$ cat src/rtl/btn_cfg_ctrl.sv
// Push-button front end for the traffic-light duration configuration: sync, debounce, one pulse per press.
// Optional AUTOREPEAT_EN adds hold-to-repeat pulses on the latched colour line.
module btn_cfg_ctrl #(
  parameter logic [15:0] DEBOUNCE_CYCLES = 16'd50000,
  parameter logic [23:0] REPEAT_DELAY    = 24'd5000000,
  parameter logic [23:0] REPEAT_PERIOD   = 24'd2500000
) (
  input  logic       clk,
  input  logic       rst,
  input  logic [1:0] sw,
  input  logic       btn,
  output logic       control_r_out,
  output logic       control_y_out,
  output logic       control_g_out,
  output logic       first_out,
  output logic       busy
);

  typedef enum logic [2:0] {IDLE, PRESS_DB, FIRE, HELD, REL_DB} state_t;

  state_t      state, next_state;
  logic        sync_p0, sync_p1;
  logic        btn_s;
  logic [15:0] cnt, cnt_nxt;
  logic [1:0]  sel, sel_nxt;
  logic        rep_fire;
  logic        r_d, y_d, g_d, first_d, busy_d;
  logic        fire_d;
  logic [1:0]  pulse_sel;

  if (DEBOUNCE_CYCLES == 16'd0) begin : g_bad_debounce
    $error("btn_cfg_ctrl: DEBOUNCE_CYCLES must be at least 1");
  end
  if (REPEAT_DELAY == 24'd0 || REPEAT_PERIOD == 24'd0) begin : g_bad_repeat
    $error("btn_cfg_ctrl: REPEAT_DELAY and REPEAT_PERIOD must be non-zero");
  end

  // Stage p0/p1: two-flop synchroniser for the asynchronous button
  always_ff @(posedge clk) begin
    if (rst) begin
      sync_p0 <= 1'b0;
      sync_p1 <= 1'b0;
    end else begin
      sync_p0 <= btn;
      sync_p1 <= sync_p0;
    end
  end

  assign btn_s = sync_p1;

  always_ff @(posedge clk) begin
    if (rst) begin
      state <= IDLE;
      cnt   <= 16'd0;
      sel   <= 2'b00;
    end else begin
      state <= next_state;
      cnt   <= cnt_nxt;
      sel   <= sel_nxt;
    end
  end

  // cnt never exceeds DEBOUNCE_CYCLES, so the >= compares also keep it from wrapping
  always_comb begin
    next_state = state;
    cnt_nxt    = cnt;
    sel_nxt    = sel;
    case (state)
      IDLE: begin
        if (btn_s) begin
          next_state = PRESS_DB;
          cnt_nxt    = 16'd1;
        end
      end
      PRESS_DB: begin
        if (!btn_s) begin
          next_state = IDLE;
        end else if (cnt >= DEBOUNCE_CYCLES) begin
          next_state = FIRE;
          sel_nxt    = sw;
        end else begin
          cnt_nxt = cnt + 16'd1;
        end
      end
      FIRE: next_state = HELD;
      HELD: begin
        if (!btn_s) begin
          next_state = REL_DB;
          cnt_nxt    = 16'd1;
        end
      end
      REL_DB: begin
        if (btn_s) begin
          next_state = HELD;
        end else if (cnt >= DEBOUNCE_CYCLES) begin
          next_state = IDLE;
        end else begin
          cnt_nxt = cnt + 16'd1;
        end
      end
      default: next_state = IDLE;
    endcase
  end

`ifdef AUTOREPEAT_EN
  logic [23:0] hold_tmr;
  logic        rep_phase;

  // rep_phase selects the initial delay versus the steady repeat period
  always_comb begin
    rep_fire = (state == HELD) && (next_state == HELD) &&
               ((hold_tmr + 24'd1) == (rep_phase ? REPEAT_PERIOD : REPEAT_DELAY));
  end

  always_ff @(posedge clk) begin
    if (rst || state != HELD || next_state != HELD) begin
      hold_tmr  <= 24'd0;
      rep_phase <= 1'b0;
    end else if (rep_fire) begin
      hold_tmr  <= 24'd0;
      rep_phase <= 1'b1;
    end else begin
      hold_tmr <= hold_tmr + 24'd1;
    end
  end
`else
  assign rep_fire = 1'b0;
`endif

  // Outputs are decoded from the next state so the registered pulse lines up with FIRE
  always_comb begin
    fire_d    = (next_state == FIRE) || rep_fire;
    pulse_sel = (next_state == FIRE) ? sel_nxt : sel;
    r_d       = fire_d && (pulse_sel == 2'b11);
    y_d       = fire_d && (pulse_sel == 2'b01);
    g_d       = fire_d && (pulse_sel == 2'b10);
    first_d   = ((next_state == HELD) || (next_state == REL_DB)) && !rep_fire;
    busy_d    = (next_state != IDLE);
  end

  always_ff @(posedge clk) begin
    if (rst) begin
      control_r_out <= 1'b0;
      control_y_out <= 1'b0;
      control_g_out <= 1'b0;
      first_out     <= 1'b0;
      busy          <= 1'b0;
    end else begin
      control_r_out <= r_d;
      control_y_out <= y_d;
      control_g_out <= g_d;
      first_out     <= first_d;
      busy          <= busy_d;
    end
  end

endmodule

$ cat config.mk
export PLATFORM = sky130hd
export DESIGN_NAME = btn_cfg_ctrl
export DESIGN_NICKNAME = d
export VERILOG_FILES = /design/src/rtl/btn_cfg_ctrl.sv
export SDC_FILE = /design/constraint.sdc
export NUM_CORES = 1
export LEC_CHECK = 0
export ABC_AREA = 1
export BUFFER_PORTS_ARGS = -buffer_cell sky130_fd_sc_hd__buf_4
export CAP_MARGIN = 25
export CORE_MARGIN = 2
export CORE_UTILIZATION = 30
export DETAILED_ROUTE_END_ITERATION = 6
export SLEW_MARGIN = 20
export SYNTH_ARGS = -nofsm -noshare
export SYNTH_HDL_FRONTEND = slang
export SYNTH_SLANG_ARGS = --single-unit
$ cat constraint.sdc
create_clock -name clk -period 2.75 [get_ports clk]
set_clock_uncertainty 0.1 [all_clocks]
set_input_delay 0.4125 -clock clk [delete_from_list [all_inputs] [get_ports clk]]
set_output_delay 0.4125 -clock clk [all_outputs]
set_load 0.03 [all_outputs]
# Word-level counts from Yosys, hierarchy flattened
# Index checks and enable logic that the tools add are counted.
dict set report totals {
  reg_bits 28
  latch_bits 0
  ramBits 0
  mem_bits_ro 0
  inputBits 5
  output_inout_bits 5
  word_cells 51
  memories 0
}
dict set report classes {
  addsub 1
  multipliers 0
  n_div 0
  order_cmp 1
  eq_ne 14
  shifts 0
  n_mux 17
  bitwise_logic 0
  reduce_logical 8
}
# operator count
set op_table {}
lappend op_table {{$mux 16} 5}
lappend op_table {{$pmux 16 s4} 1}
lappend op_table {{$mux 3} 6}
lappend op_table {{$add 16x1->16 const B} 1}
lappend op_table {{$ge 16x16->1 const B} 1}
lappend op_table {{$pmux 3 s5} 1}
lappend op_table {{$eq 3x2->1 const B} 4}
lappend op_table {{$mux 2} 4}
lappend op_table {{$ne 2x2->1 const B} 4}
lappend op_table {{$eq 3x3->1 const B} 2}
lappend op_table {{$reduce_and 5->1} 1}
lappend op_table {{$eq 2x2->1 const B} 2}
lappend op_table {{$reduce_bool 4->1} 1}
lappend op_table {{$eq 3x1->1 const B} 1}
lappend op_table {{$logic_and 1x1->1} 3}
lappend op_table {{$logic_not 3->1} 1}
lappend op_table {{$reduce_bool 3->1} 1}
lappend op_table {{$eq 2x1->1 const B} 1}
lappend op_table {{$logic_or 1x1->1} 1}

# Depth between registers and ports, before layout
# Gate-level depths: netlist of the first run.
dict set report logic_depth {
  ltp_word 8
  mapped_depth 10
  ltp_nobuf 10
}

# Least setup slack after synthesis of the first run
# No wires, ideal clock.
dict set report synth_path {
  path_kind {reg2reg}
  startpoint {register cnt[0]}
  endpoint {register cnt[8]}
  setup_time_ns 0.071
  arrival_time_ns 1.323
  required_time_ns 2.579
  slack_ns 1.256
  path_stages_with_launch 9
  n_path_buf 0
  period_less_slack_ns 1.494
  path_cell_list {dfxtp_1 > ha_1 > inv_1 > nor2_1 > nand2_1 > xor2_1 > nor2_1 > nand2_1 > a21oi_1}
}
dict set report synth_via {
  elab_chain_len 4
  elab_cells_between_ends 6
  classes_between {add/sub (1); order compare (1); mux (4)}
}
# item line
set synth_lines {}
lappend synth_lines {{from (decl)} 24} ;# logic [15:0] cnt, cnt_nxt;
lappend synth_lines {{from (signal assigned)} 58} ;# cnt <= cnt_nxt;
lappend synth_lines {{$add 16x1->16 or $ge 16x16->1 (tied branches)} n/a}
lappend synth_lines {{$mux 16 (*)} {78, 95}}
lappend synth_lines {{$mux 16 (on tied branches)} {93, 76}}
lappend synth_lines {{$pmux 16 s4 (*)} 68} ;# case (state)
# Mark *: on every way between the ends. The rest lies on a longest branch, timed or not. The select of a mux whose other input is x is not followed.
# A chain may end at the register's enable or synchronous reset.

# Worst setup path in the final report of the first run
# Ends and elaborated chain as after synthesis.

==> results of run 1 <==
-- state kept, by name, indices dropped and copies added, names as in the netlist --
name,cells
cnt,16
state,3
sel,2
btn_s,1
busy,1
control_g_out,1
control_r_out,1
control_y_out,1
first_out,1
sync_p0,1
-- critical path, stage by stage (launching register included) --
cell and delay, ns:
dfxtp_1 0.43, ha_1 0.29, inv_1 0.08, nor2_1 0.27
nand2_1 0.11, xor2_1 0.15, nor2_1 0.08, nand2_1 0.05
a21oi_1 0.12
-- power by group through the flow --
stage / Combinational [µW] / Sequential (µW) / Clock [µW]
after floorplan: 33.3 / 422 / 0
after global placement: 43.5 / 422 / 0
after detailed placement: 43.2 / 422 / 0
after CTS: 43.2 / 412 / 345
after global routing: 48.0 / 413 / 358
final: 42.6 / 412 / 330
-- cell type report --
cell class / instances / area share (%)
clock inverter: 1 / 1.649
sequential: 28 / 30.79
clock buffer: 3 / 2.268
inverter: 31 / 6.667
timing repair buffer: 9 / 3.711
tap: 70 / 4.811
multi-input combinational: 191 / 50.10
-- synthesized netlist by cell type (all sizes together) --
master  instances
a21oi          16
buf             3
clkbuf          1
dfxtp          28
ha              2
inv            31
nand2          84
nand3          20
nand4           7
nor2           48
nor3            3
o21ai           3
o21bai          3
o22ai           1
xnor2           1
xor2            3
-- worst min path at each step --
| stage | from | to | slack [ns] | cells after the start |
|---|---|---|---|---|
| 3_5_place_dp | sync_p0 | btn_s | 0.30 | 2 |
| 2_1_floorplan | sync_p0 | btn_s | 0.29 | 2 |
| 5_1_grt | btn | sync_p0 | 0.23 | 3 |
| 4_1_cts | btn | sync_p0 | 0.22 | 3 |
| 6_report | btn | sync_p0 | 0.23 | 3 |
| 3_3_place_gp | sync_p0 | btn_s | 0.29 | 2 |
-- stage by stage --
step | setup WS [ns] | util [%] | instance area [µm²] | hold WS (ns) | std cells
floorplan | 1.256 | - | 1628 | 0.2883 | 254
global placement | 1.057 | 33.82 | 1749 | 0.2895 | 329
detailed placement | 1.042 | 33.82 | 1749 | 0.2958 | 329
CTS | 1.014 | 35.20 | 1821 | 0.2222 | 333
global route | 0.7439 | 35.20 | 1821 | 0.2255 | 333
finish | 1.002 | 35.20 | 1821 | 0.2297 | 333
-- routing by layer --
metal	vias to the layer above	GRT usage, %	share of wire, %
li1	813	-	-
met2	14	22.93	48
met3	0	3.023	2.8
met5	-	0	0
met4	0	2.321	0
met1	693	16.93	49
-- cell families (layout without fill, tap and decap cells) --
| kind of cell | Yosys count | count (layout) | share of synthesized area (%) |
|---|---|---|---|
| AND/OR/NAND/NOR | 162 | 162 | 44.04 |
| adder cells (fa/ha/maj) | 2 | 2 | 1.537 |
| AO/OA/AOI/OAI | 23 | 23 | 8.301 |
| buffers and inverters | 35 | 44 | 9.531 |
| XOR/XNOR | 4 | 4 | 2.153 |
| flip-flops | 28 | 28 | 34.44 |
==> summary.txt, run 1 <==
Max-Cap Viols: 0
Worst Tran Pin Value: 0.3380 ns
Fin. max-slew vios: 0
Max transition margin: 77.44%
CP max FO: 6
Sw Pwr: 168.1 µW
Synth cell types: 25
Tot GR Track Use: 13.25%
Clock Tree Buf Depth: 2
DRT Pass-1 Iters: 4
Mapped Area: 1628 µm²
Most frequent cells in the layout: nand2_1 (72), nor2_1 (45), inv_1 (30)
WL per Instance: 10.77 µm
Fin. Hold Viols: 0
Final wirelength: 3588 µm
DRC: 0
Flops & latches, synth: 28
IO Port Bufs: 9
Unrepaired setup endpoints after global routing: false
Setup TNS: 0 ns
Flop pwr share: 52.6%
Final Total Pwr: 784.4 µW
Synth Warn #: 0
Multi-input gate area: 912.1 µm²
WS Path Type: flip-flop to flip-flop
Clk root buf: clkbuf_8
Cell area power density: 430.9 nW/µm²
Die ar.: 6031 µm²
# hold bufs at CTS: 0
Via/cell ratio: 4.565
Die W: 77.66 µm
Fmax: 0.5722 GHz
Synth area leaders: dfxtp_1 (34%), nand2_1 (17%), nor2_1 (10%)
LEAKAGE: 0.0007235 µW
Crit share post-route: 63.56%
Req. time, crit path: 2.87 ns
Layout area overhead: 11.84%
Number of cell rows: 26
ANT nets after route: 0
Via count: 1520
Status: finished clean
Post-layout min period: 1.748 ns
Logic pwr share: 5.4%
Top Ports: 10
Initial antenna violation count: 0
DRT iter0 DRCs: 67
Aggregate global routing overflow: 0
Clock latency on the worst-skew pair: 0.28 ns
Std-Cell Core Area: 5172 µm²
# setup viols final: 0
CTS tree: built
Maximum VDD drop: 0.2349 mV
Syn nets: 261
Synth top area share: 34.44%
First-pass GRT wire length: 6617 µm
Worst-path clk slew: 0.10 ns
HPWL Detailed: 2632 µm
CTS sink cnt: 28
H-tree levels: 1
Die outline height: 77.66 µm
FF-to-FF End: cnt[8]
Worst r2r src: cnt[0]
Cell Int Power: 616.3 µW
Clk pwr share: 42.0%
Sw Ratio: 21.43%
Antenna diodes: 0
CP Capture Type: flip-flop
Vias in the first global route: 1490
Post-Synthesis Cells: 254
Largest net degree at the start of global routing: 19
Filler instances: 575
Initial Util: 31.47%
Layout cell share with drive strength beyond 1: 12.55%
Routability congestion estimate from global placement: 0.9041
Post-CTS setup buffer count: 0
Number of buffers created by CTS: 3
FF-to-FF path depth: 8
Syn_area_per_cell: 6.409 µm²
Crit path DAT: 1.86 ns
Area leader, netlist: dfxtp_1
FF+latch area: 560.5 µm²
Most common cell after layout, fill and taps aside: nand2_1
Quantity of gates resized following cts: 0
Startpoint Class: flip-flop
Post-synthesis sequential area ratio: 34.44%
R2R Setup Slk: 1.00 ns
Hold Crit Class: input pin to flip-flop
Layout Nets: 271
Worst setup path start: cnt[0]
Worst setup path endpoint: cnt[8]
Power figures use the tool's default switching activity.
==> inputs of run 2 (changes only) <==
clock period = 1.75 ns   (was 2.75 ns; I/O delays follow)
==> summary.txt, run 2 (same netlist as run 1, synthesis figures left out) <==
HPWL Detailed: 2721 µm (+3.4%)
Worst Tran Pin Value: 0.2672 ns (-0.07077 ns)
Vias in the first global route: 1460 (-2.0%)
Status: finished clean
Setup TNS: 0 ns (unchanged)
Aggregate global routing overflow: 0 (unchanged)
Number of cell rows: 26 (unchanged)
CTS sink cnt: 28 (unchanged)
Crit-path cells: ha_2, nand3_1, nor2_1, nand3_1, nand2_1, nand2_1, nand3_1, a21oi_1
Std-Cell Core Area: 5172 µm² (unchanged)
Die ar.: 6031 µm² (unchanged)
Max FFs per register: 16 (unchanged)
CP max FO: 5 (-1)
Final Total Pwr: 1246 µW (+59%)
Biggest regs: cnt (16), state (3), sel (2)
Layout Nets: 279 (+3.0%)
DRT Pass-1 Iters: 4 (unchanged)
Crit path DAT: 1.70 ns (-0.16 ns)
Initial Util: 31.47% (unchanged)
Top reg by flops: cnt
Hold Crit Class: input pin to flip-flop
CP dominant cell by count: nand3_1
Antenna diodes: 0 (unchanged)
Startpoint Class: flip-flop
Final wirelength: 3719 µm (+3.7%)
WP buf/inv: 0 (-1)
ANT nets after route: 0 (unchanged)
Layout area overhead: 16.76%
IO Port Bufs: 9 (unchanged)
Clock Tree Buf Depth: 2 (unchanged)
WL per Instance: 10.91 µm (+1.2%)
Largest stage delay, worst path: 0.41 ns (-0.02 ns)
Fmax: 0.6172 GHz (+7.9%)
WS Path Type: flip-flop to flip-flop
Die outline height: 77.66 µm (unchanged)
H-tree levels: 1 (unchanged)
Number of buffers created by CTS: 3 (unchanged)
DRT iter0 DRCs: 72 (+7.5%)
Max-Cap Viols: 0 (unchanged)
DRC: 0 (unchanged)
Via/cell ratio: 4.543 (-0.48%)
# setup viols final: 0 (unchanged)
Crit share post-route: 92.58% (+29 points)
Unrepaired setup endpoints after global routing: false
R2R Setup Slk: 0.13 ns (-0.87 ns)
CP Capture Type: flip-flop
Routability congestion estimate from global placement: 0.8347 (-7.7%)
Tot GR Track Use: 13.16% (-0.097 points)
Maximum VDD drop: 0.3175 mV (+35%)
Fin. Hold Viols: 0 (unchanged)
Top Ports: 10 (unchanged)
Req. time, crit path: 1.83 ns (-1.04 ns)
Cell area power density: 655.6 nW/µm² (+52%)
Layout cell share with drive strength beyond 1: 17.34% (+4.8 points)
LEAKAGE: 0.0007645 µW (+5.7%)
Crit-path slowest cell: dfxtp_1
CTS tree: built
Largest net degree at the start of global routing: 19 (unchanged)
Max transition margin: 82.12% (+4.7 points)
Die W: 77.66 µm (unchanged)
Via count: 1549 (+1.9%)
Fin. max-slew vios: 0 (unchanged)
Clock latency on the worst-skew pair: 0.29 ns (about the same)
Most common cell after layout, fill and taps aside: nand2_1
Initial antenna violation count: 0 (unchanged)
Most frequent cells in the layout: nand2_1 (72), nor2_1 (42), inv_1 (30)
Top delay family on crit path: simple AND/OR/NAND/NOR gates
Clk root buf: clkbuf_8
Hold WS: 0.07263 ns (-0.1571 ns)
First-pass GRT wire length: 6417 µm (-3.0%)
Post-layout min period: 1.620 ns (-0.1276 ns)
Worst-path clk slew: 0.11 ns (about the same)
## run 2: cell count changes in the layout (fill, tap and decap cells not counted), sizes merged
cell / delta
buf: +8
## run 2: path summary, 6_finish.rpt
path | from | endpoint | cells past startpoint
worst max-delay path | cnt[1] | cnt[14] | 8
worst min-delay path | btn | sync_p0 | 3
worst max register to register | cnt[1] | cnt[14] | 8
worst min register to register | sync_p0 | btn_s | 2
## run 2: layer usage
layer  wire [µm]  global-route usage (%)  vias to the layer above
met4          27                   3.750                        0
met5           0                       0                        -
met1        1886                   16.95                      692
met2        1613                   21.12                       25
li1            -                       -                      828
met3         192                   4.070                        4
## run 2: what timing repair did
item	CTS	global route
hold buffers	0	0
endpoints found under the setup margin	0	7
buffers inserted	0	0
gates resized for setup	0	7
## run 2: report_power, final
group	internal (µW)	switching (µW)	total (µW)
logic	22.5	49.3	71.7
clock network	307	221	528
registers	642	4.27	647
## run 2: per-stage QoR
| step | util, % | cells | setup WS (ns) | area [µm²] |
|---|---|---|---|---|
| finish | 36.74 | 341 | 0.1298 | 1901 |
| global route | 36.74 | 341 | 0.002665 | 1901 |
| CTS | 36.36 | 341 | 0.03766 | 1881 |
| detailed placement | 34.98 | 337 | 0.07146 | 1809 |
| global placement | 34.98 | 337 | 0.08991 | 1809 |
| floorplan | - | 254 | 0.2558 | 1628 |
## run 2: worst reg2reg max path, cell delays in order, from the launching register on
cell and delay [ns]:
dfxtp_1 0.41, ha_2 0.26, nand3_1 0.10, nor2_1 0.24
nand3_1 0.12, nand2_1 0.08, nand2_1 0.06, nand3_1 0.08
a21oi_1 0.06
## run 2: layout make-up
| cell class | instances | area (µm²) |
|---|---|---|
| fill | 557 | 3272 |
| inverter | 31 | 121.4 |
| timing repair buffer | 17 | 127.6 |
| multi-input combinational | 191 | 929.6 |
| clock buffer | 3 | 41.29 |
| clock inverter | 1 | 30.03 |
| tap | 70 | 87.58 |
| sequential | 28 | 563.0 |
